**src/rtl/rom_load_pkg.sv**
```systemverilog
// Shared types and the ROM region map for the ROM download controller.
package rom_load_pkg;

  localparam int unsigned ADDR_W = 25;
  localparam int unsigned CNT_W  = 17;

  typedef enum logic [1:0] {
    ST_IDLE = 2'd0,
    ST_LOAD = 2'd1,
    ST_HOLD = 2'd2,
    ST_RUN  = 2'd3
  } state_t;

  typedef enum logic [1:0] {
    RGN_CPU   = 2'd0,
    RGN_SOUND = 2'd1,
    RGN_GFX   = 2'd2,
    RGN_PROM  = 2'd3
  } region_t;

  // Regions are packed back to back in the image, in this order.
  localparam logic [ADDR_W-1:0] CPU_SIZE   = 25'h0006000;
  localparam logic [ADDR_W-1:0] SOUND_SIZE = 25'h0001000;
  localparam logic [ADDR_W-1:0] GFX_SIZE   = 25'h0000F00;
  localparam logic [ADDR_W-1:0] PROM_SIZE  = 25'h0000100;

  localparam logic [ADDR_W-1:0] CPU_BASE   = 25'h0000000;
  localparam logic [ADDR_W-1:0] SOUND_BASE = CPU_BASE + CPU_SIZE;
  localparam logic [ADDR_W-1:0] GFX_BASE   = SOUND_BASE + SOUND_SIZE;
  localparam logic [ADDR_W-1:0] PROM_BASE  = GFX_BASE + GFX_SIZE;
  localparam logic [ADDR_W-1:0] IMAGE_END  = PROM_BASE + PROM_SIZE;

endpackage

```
**src/rtl/rom_load_ctrl_if.sv**
```systemverilog
// HPS ioctl download stream in, per-region write stream out.
interface rom_load_ctrl_if;
  import rom_load_pkg::*;

  logic              ioctl_download;
  logic              ioctl_wr;
  logic [ADDR_W-1:0] ioctl_addr;
  logic [7:0]        ioctl_dout;

  logic [15:0]       dn_addr;
  logic [7:0]        dn_data;
  logic [1:0]        dn_rgn;
  logic              dn_wr;

  // HPS / bench side drives the ioctl stream and watches the region writes.
  modport master (
    output ioctl_download, ioctl_wr, ioctl_addr, ioctl_dout,
    input  dn_addr, dn_data, dn_rgn, dn_wr
  );

  // Controller side.
  modport slave (
    input  ioctl_download, ioctl_wr, ioctl_addr, ioctl_dout,
    output dn_addr, dn_data, dn_rgn, dn_wr
  );
endinterface

```
**src/rtl/rom_region_decode.sv**
```systemverilog
// Maps a linear image address onto a region and an offset inside it.
module rom_region_decode
  import rom_load_pkg::*;
(
  input  logic [ADDR_W-1:0] addr,
  output region_t           rgn,
  output logic [15:0]       offset
);

  logic [ADDR_W-1:0] base;

  // Pick the highest region whose base is at or below the address.
  always_comb begin
    rgn  = RGN_CPU;
    base = CPU_BASE;
    if (addr >= PROM_BASE) begin
      rgn  = RGN_PROM;
      base = PROM_BASE;
    end else if (addr >= GFX_BASE) begin
      rgn  = RGN_GFX;
      base = GFX_BASE;
    end else if (addr >= SOUND_BASE) begin
      rgn  = RGN_SOUND;
      base = SOUND_BASE;
    end
    offset = 16'(addr - base);
  end

endmodule

```
**src/rtl/rom_load_ctrl.sv**
```systemverilog
// ROM download controller: routes the HPS image into regions and holds the
// game core in reset until a load has settled.
module rom_load_ctrl
  import rom_load_pkg::*;
#(
  parameter int unsigned HOLD_CYCLES = 1024,
  parameter int unsigned TOTAL_BYTES = 32768
) (
  input  logic                clk_sys,
  input  logic                reset_n,
  rom_load_ctrl_if.slave      bus,
  input  logic                soft_reset,
  output logic                core_reset,
  output logic                load_done,
  output logic                load_err,
  output logic [7:0]          checksum
);

  localparam int unsigned       HOLD_W     = (HOLD_CYCLES > 1) ? $clog2(HOLD_CYCLES) : 1;
  localparam logic [HOLD_W-1:0] HOLD_INIT  = HOLD_W'(HOLD_CYCLES - 1);
  localparam logic [ADDR_W-1:0] TOTAL_ADDR = ADDR_W'(TOTAL_BYTES);
  localparam logic [CNT_W-1:0]  TOTAL_CNT  = CNT_W'(TOTAL_BYTES);
  localparam logic [CNT_W-1:0]  CNT_MAX    = '1;

  state_t            state_q, state_d;
  logic              dl_q;
  logic              dl_rise, dl_fall, wr_valid, in_range;
  logic              enter_load, in_load, accept, bad_wr;
  logic              hold_reload, hold_dec;
  logic [CNT_W-1:0]  byte_cnt;
  logic [HOLD_W-1:0] hold_cnt;
  region_t           rgn;
  logic [15:0]       rgn_offset;

  assign dl_rise  = bus.ioctl_download & ~dl_q;
  assign dl_fall  = ~bus.ioctl_download & dl_q;
  assign wr_valid = bus.ioctl_download & bus.ioctl_wr;
  assign in_range = bus.ioctl_addr < TOTAL_ADDR;

  rom_region_decode u_decode (
    .addr   (bus.ioctl_addr),
    .rgn    (rgn),
    .offset (rgn_offset)
  );

  // State register.
  always_ff @(posedge clk_sys or negedge reset_n) begin
    if (!reset_n) state_q <= ST_IDLE;
    else          state_q <= state_d;
  end

  // Next state plus the strobes that steer the datapath; a write arriving with the download edge belongs to the new load.
  always_comb begin
    state_d     = state_q;
    enter_load  = 1'b0;
    hold_reload = 1'b0;
    hold_dec    = 1'b0;
    case (state_q)
      ST_IDLE: begin
        if (dl_rise) begin
          state_d    = ST_LOAD;
          enter_load = 1'b1;
        end
      end
      ST_LOAD: begin
        if (dl_fall) begin
          state_d     = ST_HOLD;
          hold_reload = 1'b1;
        end
      end
      ST_HOLD: begin
        if (dl_rise) begin
          state_d    = ST_LOAD;
          enter_load = 1'b1;
        end else if (soft_reset) begin
          hold_reload = 1'b1;
        end else if (hold_cnt == '0) begin
          state_d = ST_RUN;
        end else begin
          hold_dec = 1'b1;
        end
      end
      ST_RUN: begin
        if (dl_rise) begin
          state_d    = ST_LOAD;
          enter_load = 1'b1;
        end else if (soft_reset) begin
          state_d     = ST_HOLD;
          hold_reload = 1'b1;
        end
      end
      default: state_d = ST_IDLE;
    endcase
    in_load = (state_q == ST_LOAD) | enter_load;
    accept  = in_load & wr_valid & in_range;
    bad_wr  = in_load & wr_valid & ~in_range;
  end

  // Edge detector, core reset and the hold countdown; the detector resets high so a download already active at release is not an edge.
  always_ff @(posedge clk_sys or negedge reset_n) begin
    if (!reset_n) begin
      dl_q       <= 1'b1;
      core_reset <= 1'b1;
      hold_cnt   <= '0;
    end else begin
      dl_q       <= bus.ioctl_download;
      core_reset <= (state_d != ST_RUN);
      if (hold_reload)   hold_cnt <= HOLD_INIT;
      else if (hold_dec) hold_cnt <= hold_cnt - 1'b1;
    end
  end

  // Accepted bytes go out one cycle later; byte count, checksum and load status are tracked alongside.
  always_ff @(posedge clk_sys or negedge reset_n) begin
    if (!reset_n) begin
      bus.dn_wr   <= 1'b0;
      bus.dn_addr <= '0;
      bus.dn_data <= '0;
      bus.dn_rgn  <= '0;
      byte_cnt    <= '0;
      checksum    <= '0;
      load_done   <= 1'b0;
      load_err    <= 1'b0;
    end else begin
      bus.dn_wr <= accept;
      if (enter_load) begin
        byte_cnt <= '0;
        checksum <= '0;
        load_err <= 1'b0;
      end
      if (accept) begin
        bus.dn_addr <= rgn_offset;
        bus.dn_data <= bus.ioctl_dout;
        bus.dn_rgn  <= rgn;
        if (enter_load)            byte_cnt <= CNT_W'(1);
        else if (byte_cnt != CNT_MAX) byte_cnt <= byte_cnt + 1'b1;
        checksum <= (enter_load ? 8'd0 : checksum) + bus.ioctl_dout;
      end
      if (bad_wr) load_err <= 1'b1;
      if ((state_q == ST_LOAD) && dl_fall) begin
        if (byte_cnt == TOTAL_CNT) load_done <= 1'b1;
        else                       load_err  <= 1'b1;
      end
    end
  end

endmodule

```
**src/flat_wrapper.sv**
```systemverilog
// flat-port wrapper written by rule: the top's interface ports become plain ports
module rom_load_ctrl_flat import rom_load_pkg::*;
#(
  parameter int unsigned HOLD_CYCLES = 1024,
  parameter int unsigned TOTAL_BYTES = 32768
)
  (clk_sys, reset_n, soft_reset, core_reset, load_done, load_err, checksum, bus_ioctl_download, bus_ioctl_wr, bus_ioctl_addr, bus_ioctl_dout, bus_dn_addr, bus_dn_data, bus_dn_rgn, bus_dn_wr);
  rom_load_ctrl_if bus_i ();
  input  logic clk_sys;
  input  logic reset_n;
  input  logic soft_reset;
  output logic core_reset;
  output logic load_done;
  output logic load_err;
  output logic [7:0] checksum;
  input wire logic [$bits(bus_i.ioctl_download)-1:0] bus_ioctl_download;
  input wire logic [$bits(bus_i.ioctl_wr)-1:0] bus_ioctl_wr;
  input wire logic [$bits(bus_i.ioctl_addr)-1:0] bus_ioctl_addr;
  input wire logic [$bits(bus_i.ioctl_dout)-1:0] bus_ioctl_dout;
  output wire logic [$bits(bus_i.dn_addr)-1:0] bus_dn_addr;
  output wire logic [$bits(bus_i.dn_data)-1:0] bus_dn_data;
  output wire logic [$bits(bus_i.dn_rgn)-1:0] bus_dn_rgn;
  output wire logic [$bits(bus_i.dn_wr)-1:0] bus_dn_wr;
  assign bus_i.ioctl_download = bus_ioctl_download;
  assign bus_i.ioctl_wr = bus_ioctl_wr;
  assign bus_i.ioctl_addr = bus_ioctl_addr;
  assign bus_i.ioctl_dout = bus_ioctl_dout;
  assign bus_dn_addr = bus_i.dn_addr;
  assign bus_dn_data = bus_i.dn_data;
  assign bus_dn_rgn = bus_i.dn_rgn;
  assign bus_dn_wr = bus_i.dn_wr;
  rom_load_ctrl #(.HOLD_CYCLES(HOLD_CYCLES), .TOTAL_BYTES(TOTAL_BYTES)) u_core (.clk_sys(clk_sys), .reset_n(reset_n), .bus(bus_i), .soft_reset(soft_reset), .core_reset(core_reset), .load_done(load_done), .load_err(load_err), .checksum(checksum));
endmodule
```
**config.mk**
```make
export PLATFORM = sky130hd
export DESIGN_NAME = rom_load_ctrl_flat
export DESIGN_NICKNAME = d
export VERILOG_FILES = /design/src/rtl/rom_load_pkg.sv /design/src/rtl/rom_load_ctrl_if.sv /design/src/rtl/rom_region_decode.sv /design/src/rtl/rom_load_ctrl.sv /design/src/flat_wrapper.sv
export SDC_FILE = /design/constraint.sdc
export NUM_CORES = 1
export LEC_CHECK = 0
export BUFFER_PORTS_ARGS = -buffer_cell sky130_fd_sc_hd__buf_2
export CAP_MARGIN = 10
export CORE_ASPECT_RATIO = 1.5
export CORE_MARGIN = 2
export CORE_UTILIZATION = 51
export CTS_BUF_LIST = sky130_fd_sc_hd__clkbuf_16
export CTS_CLUSTER_DIAMETER = 120
export DETAILED_ROUTE_END_ITERATION = 8
export PLACE_DENSITY = 0.8
export SLEW_MARGIN = 20
export SYNTH_ARGS = -nofsm -noshare
export SYNTH_HDL_FRONTEND = slang
export SYNTH_SLANG_ARGS = --single-unit
```
**constraint.sdc**
```tcl
create_clock -name clk_sys -period 3.1 [get_ports clk_sys]
set_input_delay 0.62 -clock clk_sys [delete_from_list [all_inputs] [get_ports clk_sys]]
set_output_delay 0.62 -clock clk_sys [all_outputs]
set_load 0.005 [all_outputs]
```
==> qor.csv, run 1 <==
stage,metric,value,unit
worst_setup_path,reg2regPathDepth,9,
place,numPortBuffers,75,
place,gp_congestion,0.876,
sta,setup_tns,0,ps
synth,yosysWarnings,0,
cells_and_area,fin_nets,548,
worst_setup_path,end_kind,flop,
floorplan,core_area,0.00723,mm²
sta,hold_violations,0,
cells_and_area,layoutNonFillerInstCount,595,
floorplan,die_area,0.00816,mm²
clock_tree,clk-insertion-delay-late,330,ps
place,dp_cells,579,
clock_tree,clockBufferDepth,2,
cells_and_area,final_area,0.00458,mm²
sta,final_max_slew_viol_count,0,
clock_tree,cts_tree,built,
worst_setup_path,ff2ff_setup_slack,520,ps
sta,relSlewSlack,36.9,%
place,place_ws,-46.0,ps
routing,wl,8970,µm
power_and_ir_drop,power.switching,0.498,mW
worst_setup_path,cp.arrival,2960,ps
worst_setup_path,crit_fanout,6,
clock_tree,htreeDepth,3,
global_routing,grt_start_max_net_pins,37,
routing,via_per_inst,5.56,
clock_tree,cts_root_buf,clkbuf_16,
routing,ant_nets,0,
clock_tree,clock_sinks,68,
synth,synth-edff-count,0,
power_and_ir_drop,p_leak,2.22,nW
power_and_ir_drop,irDropWorstVdd,0.421,mV
power_and_ir_drop,p_int,1.59,mW
sta,worst_pin_slew,947,ps
worst_setup_path,regToRegEndpoint,u_core.byte_cnt[13],
sta,timing.hold.ws,374,ps
worst_setup_path,r2r-start,u_core.byte_cnt[5],
routing,drtIter0Drc,198,
run_status,status,"finished, final reports clean",
synth,syn_nets,472,
cells_and_area,drive_above_1_share,21.6,%
place,dpl.hpwl,6650,µm
sta,rsz0062_at_grt,no,
routing,vias,3311,
sta,min_period_over_period,88.1,%
synth,yosysUniqueCellTypes,54,
clock_tree,cts_buffers,9,
worst_setup_path,worstSetupStartpointType,input port,
routing,wl_per_cell,15.1,µm
global_routing,grt_pass1_vias,3228,
synth,syn_inst,414,
floorplan,placementRows,38,
routing,first_pass_iters,4,
clock_tree,hold_buffers,0,
cells_and_area,diodes,0,
synth,synthArstFlopShare,100,%
power_and_ir_drop,power_frac_clock,46.6,%
global_routing,grt.total_usage,23.8,%
power_and_ir_drop,power_density,457,mW/mm²
clock_tree,post_cts_buffers,0,
synth,ys_top_cells_by_area,"dfrtp_1 44%, nand2_1 8.6%, ha_1 5.9%",
cells_and_area,synthToLayoutAreaGrowth,20.6,%
sta,layout_min_cycle_time,2730,ps
power_and_ir_drop,power_frac_comb,8.7,%
clock_tree,clk_pin_slew,50,ps
clock_tree,cts_resized,0,
synth,synth_area_leader_cell,dfrtp_1,
worst_setup_path,cp.required,3330,ps
floorplan,start_util,52.5,%
global_routing,grt_pass1_wl,14700,µm
hold_path,worstHoldPathType,in2async,
synth,synth_largest_type_area_fraction,43.5,%
flow_run,cap_viol_max_count,0,
sta,setup_viol,0,
sta,skew,4.99,ps
cells_and_area,final_common_cell,nand2_1,
synth,mappedNetlistArea,0.00380,mm²
floorplan,io-pin-count,76,
sta,setup_ws,369,ps
place,place_area,0.00429,mm²
cells_and_area,final.fill_count,635,
synth,syn_area_per_cell,9.17,µm²
cells_and_area,mostFrequentLayoutCells,"87 x nand2_1, 75 x buf_2, 66 x dfrtp_1, 28 x nor2_1, 20 x o21ai_0",
power_and_ir_drop,swShare,23.8,%
synth,ys_seq_area_share,44.9,%
global_routing,grt_overflow_total,0,
floorplan,die_w,74.4,µm
routing,drcViolationCount,0,
floorplan,die_y,110,µm
synth,synth.ff_latch_count,68,
global_routing,antenna_found_initial,0,
power_and_ir_drop,p_seq_share,44.7,%
synth,synthFlopType,dfrtp_1,
worst_setup_path,critPathKind,in2reg,
sta,fmax,366,MHz
==> registers in the layout, indices dropped and copies added, names as in the netlist <==
register and count:
u_core.bus.dn_addr 16, u_core.bus.dn_data 8, u_core.bus.dn_rgn 2, u_core.bus.dn_wr 1
u_core.byte_cnt 17, u_core.checksum 8, u_core.core_reset 1, u_core.dl_q 1
u_core.hold_cnt 10, u_core.load_done 1, u_core.load_err 1, u_core.state_q 2
==> layout make-up <==
type / instances / area, µm² / share of cell area (%)
clock buffers: 9 / 225 / 4.92
clock inverters: 7 / 58.8 / 1.28
inverters: 17 / 63.8 / 1.39
multi-input cells: 312 / 1960 / 42.8
flip-flops and latches: 68 / 1700 / 37.2
well taps: 100 / 125 / 2.73
repair buffers: 82 / 440 / 9.62
==> critical path, cell delays in order <==
cell	delay, ps
buf_2	130
nor4_4	350
nand3_2	120
a21oi_1	450
ha_1	390
o21ai_0	180
a21oi_1	80
o21a_1	190
o21a_1	180
o31ai_1	270
==> synth_stat cells, drive strengths merged, types with 2 or more instances <==
cell type and instances:
o31ai 5, nor4 7, and3 3, clkbuf 5
or4b 2, o2111ai 2, or4 3, nand3b 2
o21a 6, nor2b 4, mux2i 2, nor4b 3
inv 17, nand4 4, nor3 17, o21ai 20
xor2 11, nor2 28, ha 18, or3 3
nand3 14, o211ai 5, buf 12, dfrtp 66
a211oi 3, fa 2, dfstp 2, xnor2 12
a41o 2, and2 7, a21oi 14, nand2 88
nand2b 6, and4 2, a21o 2, a31oi 4
==> stage by stage <==
step | total power, mW | utilization (%)
final | 2.09 | 63.3
after global routing | 2.17 | 63.3
after CTS | 2.11 | 63.3
after detailed placement | 1.13 | 59.4
after global placement | 1.13 | 59.4
after floorplan | 1.04 | -
==> cell families after synthesis <==
group,count (synthesis),synth area share [%]
simple gates,197,26.5
buf+inv,34,3.96
compound gates,69,11.6
flops,68,44.9
mux,3,0.824
xor+xnor,23,5.31
fa+ha+maj,20,6.99
==> worst max path at each step <==
stage | start | to
after floorplan | bus_ioctl_addr[18] | u_core.bus.dn_addr[13]
after global placement | bus_ioctl_addr[19] | u_core.bus.dn_addr[13]
after detailed placement | bus_ioctl_addr[18] | u_core.bus.dn_addr[13]
after CTS | bus_ioctl_addr[18] | u_core.bus.dn_addr[13]
after global routing | bus_ioctl_addr[18] | u_core.bus.dn_addr[14]
final | bus_ioctl_addr[19] | u_core.bus.dn_addr[13]
==> per-layer routing <==
layer	track usage [%]	share of wire, %	vias to the layer above
met2	41.6	52	88
met5	0	0	-
li1	-	-	1589
met1	27.5	41	1619
met3	5.41	4.6	15
met4	9.69	2.0	0
==> power by group through the flow <==
| stage | combinational, mW | clock (mW) | sequential [mW] |
|---|---|---|---|
| after floorplan | 0.101 | 0 | 0.941 |
| after global placement | 0.178 | 0 | 0.949 |
| after detailed placement | 0.183 | 0 | 0.950 |
| after CTS | 0.184 | 0.991 | 0.934 |
| after global routing | 0.204 | 1.03 | 0.938 |
| final | 0.183 | 0.974 | 0.935 |
Power figures use the tool's default switching activity.
==> inputs of run 2 (changes only) <==
Settings changed: PLACE_DENSITY 0.8 to 0.81, RECOVER_POWER set to 100.
==> qor.csv, run 2 (synthesis gave the netlist of run 1 again) <==
stage,metric,value,unit,change
run_status,status,finished with violations,,"was finished, final reports clean"
run_status,violations,"capacitance limit, slew limit",,
sta,fmax,366,MHz,about the same
routing,ant_nets,0,,unchanged
global_routing,antenna_found_initial,0,,unchanged
floorplan,die_w,74.4,µm,unchanged
place,gp_congestion,0.874,,was 0.876
sta,setup_viol,0,,unchanged
routing,first_pass_iters,7,,was 4
global_routing,grt_pass1_wl,14600,µm,"was 14,700 µm"
flow_run,cap_viol_max_count,1,,was 0
clock_tree,cts_resized,0,,unchanged
cells_and_area,reg_top3,"u_core.byte_cnt x17, u_core.bus.dn_addr x16, u_core.hold_cnt x10",,unchanged
cells_and_area,fin_nets,549,,was 548
worst_setup_path,cp.required,3310,ps,was 3330 ps
clock_tree,hold_buffers,0,,unchanged
clock_tree,cts_buffers,9,,unchanged
routing,vias,3356,,"was 3,311"
clock_tree,clockBufferDepth,2,,unchanged
global_routing,grt.total_usage,23.5,%,was 23.8%
floorplan,start_util,52.5,%,unchanged
routing,drtIter0Drc,245,,was 198
worst_setup_path,end_kind,flop,,unchanged
sta,setup_tns,0,ps,unchanged
floorplan,core_area,0.00723,mm²,unchanged
routing,wl_met3,429,µm,was 412 µm
sta,rsz0062_at_grt,no,,unchanged
global_routing,grt_pass1_vias,3146,,"was 3,228"
cells_and_area,mostFrequentLayoutCells,"88 x nand2_1, 66 x dfrtp_1, 41 x buf_2, 36 x clkbuf_1, 28 x nor2_1",,"was 87 x nand2_1, 75 x buf_2, 66 x dfrtp_1, 28 x nor2_1, 20 x o21ai_0"
routing,wl_met2,4840,µm,was 4710 µm
routing,via_per_inst,5.63,,was 5.56
worst_setup_path,worstSetupStartpointType,flop,,was input port
place,dpl.hpwl,6740,µm,was 6650 µm
sta,skew,5.87,ps,was 4.99 ps
routing,highest_layer,met4,,unchanged
hold_path,worstHoldPathType,reg2reg,,was in2async
sta,setup_ws,367,ps,was 369 ps
global_routing,grt_start_max_net_pins,41,,was 37
clock_tree,clock_sinks,68,,unchanged
sta,relSlewSlack,-2.85,%,was 36.9%
cells_and_area,final_common_cell,nand2_1,,unchanged
place,numPortBuffers,75,,unchanged
worst_setup_path,critPathKind,reg2reg,,was in2reg
cells_and_area,final.fill_count,637,,was 635
sta,final_max_slew_viol_count,30,,was 0
floorplan,die_y,110,µm,unchanged
power_and_ir_drop,p_leak,2.06,nW,was 2.22 nW
clock_tree,post_cts_buffers,0,,unchanged
cells_and_area,drive_above_1_share,13.7,%,was 21.6%
clock_tree,clk-insertion-delay-late,330,ps,about the same
power_and_ir_drop,power_density,470,mW/mm²,was 457 mW/mm²
cells_and_area,synthToLayoutAreaGrowth,18.3,%,was 20.6%
sta,worst_pin_slew,1540,ps,was 947 ps
worst_setup_path,crit_fanout,26,,was 6
sta,layout_min_cycle_time,2730,ps,about the same
floorplan,die_area,0.00816,mm²,unchanged
routing,wl_met1,3840,µm,was 3670 µm
routing,wl_per_cell,15.6,µm,was 15.1 µm
clock_tree,clk_pin_slew,60,ps,was 50 ps
place,place_ws,138,ps,was -46.0 ps
worst_setup_path,cp.arrival,2950,ps,was 2960 ps
routing,wl,9330,µm,was 8970 µm
cells_and_area,diodes,0,,unchanged
floorplan,io-pin-count,76,,unchanged
cells_and_area,largest_register_ffs,17,,unchanged
clock_tree,htreeDepth,3,,unchanged
power_and_ir_drop,irDropWorstVdd,0.381,mV,was 0.421 mV
global_routing,grt_overflow_total,0,,unchanged
sta,hold_violations,0,,unchanged
floorplan,placementRows,38,,unchanged
clock_tree,cts_tree,built,,unchanged
cells_and_area,largest_register,u_core.byte_cnt,,unchanged
routing,drcViolationCount,0,,unchanged
clock_tree,cts_root_buf,clkbuf_16,,unchanged
sta,min_period_over_period,88.2,%,was 88.1%
run 2: cell types whose count changed in the layout (fill, tap and decap cells not counted), moves of 2 or more:
cell	change
clkbuf_1	+36
buf_2	-34
and2_0	+2
and2_1	-2
buf_4	-2
clkbuf_2	+2
nand3_1	+2
nand3_2	-2
run 2: layout make-up:
cell class	count	area [µm²]	share of cell area [%]
Multi-Input combinational cell	312	1920	42.9
Clock buffer	9	225	5.02
Tap cell	100	125	2.79
Timing Repair Buffer	83	380	8.47
Sequential cell	68	1700	38.0
Clock inverter	7	66.3	1.48
Inverter	17	63.8	1.42
run 2: critical path, cell delays in order (launching register included):
cell	delay, ps
dfstp_1	630
inv_1	100
o2111ai_2	900
clkbuf_2	580
mux2_2	390
run 2: routing by layer:
layer | up-vias | global-route usage [%]
met4 | 0 | 11.1
met3 | 16 | 4.03
li1 | 1590 | -
met1 | 1642 | 27.5
met2 | 108 | 40.8
met5 | - | 0
run 2: per-stage QoR:
stage | std cells | utilization, % | power (mW) | area [µm²] | hold WS (ps)
final | 596 | 62.1 | 2.11 | 4490 | 463
after global routing | 596 | 62.1 | 2.18 | 4490 | 485
after CTS | 596 | 63.5 | 2.13 | 4590 | 347
after detailed placement | 580 | 59.5 | 1.13 | 4300 | 452
after global placement | 580 | 59.5 | 1.13 | 4300 | 444
after floorplan | 414 | - | 1.04 | 3800 | 324
run 2: final timing paths:
check | cells past startpoint | slack [ps] | startpoint | end
hold reg to reg | 2 | 460 | u_core.bus.dn_data[4] | u_core.bus.dn_data[4]
hold / removal | 2 | 460 | u_core.bus.dn_data[4] | u_core.bus.dn_data[4]
setup reg to reg | 4 | 370 | u_core.dl_q | u_core.checksum[0]
min in group asynchronous | 1 | 660 | reset_n | u_core.hold_cnt[4]
max in group asynchronous | 2 | 750 | reset_n | u_core.bus.dn_data[0]
setup / recovery | 4 | 370 | u_core.dl_q | u_core.checksum[0]
run 2: power breakdown:
group          internal, mW  leakage (nW)  switching (mW)
registers             0.910         0.881          0.0253
logic                0.0688          1.04           0.108
clock network         0.618         0.137           0.381
==> inputs of run 3 (changes only) <==
Settings changed: PLACE_DENSITY 0.81 to 0.72, REMOVE_ABC_BUFFERS set to 1.
==> qor.csv, run 3 (synthesis gave the netlist of run 1 again) <==
stage,metric,value,unit,change
run_status,status,finished with violations,,unchanged
run_status,violations,"capacitance limit, slew limit",,unchanged
clock_tree,cts_tree,built,,unchanged
power_and_ir_drop,power_frac_comb,8.8,%,was 8.4%
sta,hold_violations,0,,unchanged
cells_and_area,fin_nets,549,,unchanged
cells_and_area,largest_register,u_core.byte_cnt,,unchanged
sta,skew,3.67,ps,was 5.87 ps
sta,layout_min_cycle_time,2750,ps,was 2730 ps
cells_and_area,mostFrequentLayoutCells,"88 x nand2_1, 66 x dfrtp_1, 46 x buf_2, 32 x clkbuf_1, 28 x nor2_1",,"was 88 x nand2_1, 66 x dfrtp_1, 41 x buf_2, 36 x clkbuf_1, 28 x nor2_1"
worst_setup_path,worst-path-stages,4,,unchanged
worst_setup_path,cp_top_family,compound AO/OA/AOI/OAI gates,,unchanged
worst_setup_path,cp.arrival,2970,ps,was 2950 ps
power_and_ir_drop,swShare,24.9,%,was 24.3%
sta,worst_pin_slew,1670,ps,was 1540 ps
floorplan,core_area,0.00723,mm²,unchanged
power_and_ir_drop,power.switching,0.500,mW,was 0.514 mW
power_and_ir_drop,power_density,450,mW/mm²,was 470 mW/mm²
clock_tree,clockBufferDepth,2,,unchanged
worst_setup_path,end_kind,flop,,unchanged
place,place_area,0.00429,mm²,was 0.00430 mm²
clock_tree,clk_pin_slew,50,ps,was 60 ps
floorplan,die_w,74.4,µm,unchanged
cells_and_area,diodes,0,,unchanged
worst_setup_path,cp.required,3320,ps,was 3310 ps
place,gp_congestion,0.836,,was 0.874
global_routing,antenna_found_initial,0,,unchanged
cells_and_area,final_area,0.00447,mm²,was 0.00449 mm²
place,numPortBuffers,75,,unchanged
global_routing,grt_pass1_vias,3130,,"was 3,146"
place,dpl.hpwl,5980,µm,was 6740 µm
routing,wl_per_cell,14.0,µm,was 15.6 µm
hold_path,whs_endpoint,u_core.bus.dn_addr[1],,was u_core.bus.dn_data[4]
floorplan,start_util,52.5,%,unchanged
sta,setup_viol,0,,unchanged
floorplan,placementRows,38,,unchanged
cells_and_area,largest_register_ffs,17,,unchanged
clock_tree,cts_buffers,9,,unchanged
global_routing,grt.total_usage,22.4,%,was 23.5%
worst_setup_path,r2r-start,u_core.dl_q,,unchanged
clock_tree,post_cts_buffers,0,,unchanged
routing,drcViolationCount,0,,unchanged
worst_setup_path,regToRegEndpoint,u_core.checksum[0],,unchanged
worst_setup_path,ff2ff_setup_slack,350,ps,was 370 ps
clock_tree,clock_sinks,68,,unchanged
hold_path,hold_depth,2,,unchanged
worst_setup_path,crit_fanout,26,,unchanged
cells_and_area,reg_top3,"u_core.byte_cnt x17, u_core.bus.dn_addr x16, u_core.hold_cnt x10",,unchanged
hold_path,worstHoldPathType,reg2reg,,unchanged
sta,min_period_over_period,88.9,%,was 88.2%
routing,via_per_inst,5.32,,was 5.63
hold_path,hp-start,u_core.bus.dn_addr[1],,was u_core.bus.dn_data[4]
floorplan,io-pin-count,76,,unchanged
cells_and_area,final_common_cell,nand2_1,,unchanged
clock_tree,htreeDepth,3,,unchanged
power_and_ir_drop,p_seq_share,46.6,%,was 44.3%
global_routing,grt_overflow_total,0,,unchanged
global_routing,grt_start_max_net_pins,69,,was 41
sta,rsz0062_at_grt,no,,unchanged
clock_tree,cts_resized,0,,unchanged
routing,wl,8350,µm,was 9330 µm
global_routing,grt_pass1_wl,14100,µm,"was 14,600 µm"
worst_setup_path,slowest_stage,o2111ai_2,,unchanged
sta,final_max_slew_viol_count,69,,was 30
cells_and_area,layoutNonFillerInstCount,596,,unchanged
power_and_ir_drop,power_frac_clock,44.6,%,was 47.3%
routing,vias,3170,,"was 3,356"
routing,drtIter0Drc,179,,was 245
flow_run,cap_viol_max_count,1,,unchanged
worst_setup_path,critPathKind,reg2reg,,unchanged
power_and_ir_drop,irDropWorstVdd,0.289,mV,was 0.381 mV
routing,first_pass_iters,4,,was 7
sta,relSlewSlack,-11.0,%,was -2.85%
power_and_ir_drop,p_leak,2.08,nW,was 2.06 nW
power_and_ir_drop,p_int,1.51,mW,was 1.60 mW
routing,ant_nets,0,,unchanged
floorplan,die_y,110,µm,unchanged
floorplan,die_area,0.00816,mm²,unchanged
worst_setup_path,critPathBufInv,2,,unchanged
worst_setup_path,worstSetupStartpointType,flop,,unchanged
clock_tree,cts_root_buf,clkbuf_16,,unchanged
cells_and_area,drive_above_1_share,14.3,%,was 13.7%
clock_tree,clk-insertion-delay-late,330,ps,about the same
sta,fmax,363,MHz,was 366 MHz
worst_setup_path,max_stage_delay,870,ps,was 900 ps
worst_setup_path,reg2regPathDepth,4,,unchanged
cells_and_area,synthToLayoutAreaGrowth,17.7,%,was 18.3%
place,dp_cells,580,,unchanged
clock_tree,hold_buffers,0,,unchanged
worst_setup_path,path_cells,inv_1 > o2111ai_2 > clkbuf_2 > mux2_2,,unchanged
-- run 3: cell type report --
| type | instances | area, µm² |
|---|---|---|
| fill | 684 | 2760 |
| multi-input combinational | 312 | 1930 |
| sequential | 68 | 1700 |
| timing repair buffer | 83 | 383 |
| clock buffer | 9 | 225 |
| tap | 100 | 125 |
| inverter | 17 | 63.8 |
| clock inverter | 7 | 36.3 |
-- run 3: metal layers --
layer,vias to the layer above,wire length (µm),track usage (%)
li1,1595,-,-
met1,1500,3640,27.7
met2,60,4170,36.8
met3,15,350,5.87
met4,0,181,9.31
met5,-,0,0
-- run 3: power by group through the flow --
stage / registers (mW) / clock network (mW) / logic, mW
global placement: 0.948 / 0 / 0.175
global route: 0.939 / 0.957 / 0.202
detailed placement: 0.950 / 0 / 0.183
finish: 0.935 / 0.897 / 0.177
floorplan: 0.945 / 0 / 0.0930
CTS: 0.934 / 0.912 / 0.184
-- run 3: per-stage QoR --
stage                     util [%]  setup TNS (ps)  power [mW]  hold slack (ps)  setup slack, ps
after detailed placement      59.3               0        1.13              450              111
after global routing          61.8               0        2.10              482              136
after CTS                     63.0               0        2.03              462              472
after global placement        59.3               0        1.12              445              205
final                         61.8               0        2.01              462              345
after floorplan                  -           -88.8        1.04              324            -54.4
-- run 3: worst max-delay path by stage --
stage	startpoint	end	slack, ps
after global placement	bus_ioctl_addr[18]	u_core.bus.dn_addr[13]	200
after detailed placement	bus_ioctl_addr[18]	u_core.bus.dn_addr[13]	110
after global routing	u_core.dl_q	u_core.checksum[6]	140
final	u_core.dl_q	u_core.checksum[0]	350
after floorplan	u_core.dl_q	u_core.byte_cnt[11]	-50
after CTS	bus_ioctl_addr[18]	u_core.bus.dn_addr[13]	470
-- run 3: tightest hold or removal path: stages, from the launching register on --
cell     delay [ps]
dfrtp_1         330
nand2_1          50
nand2_1          50
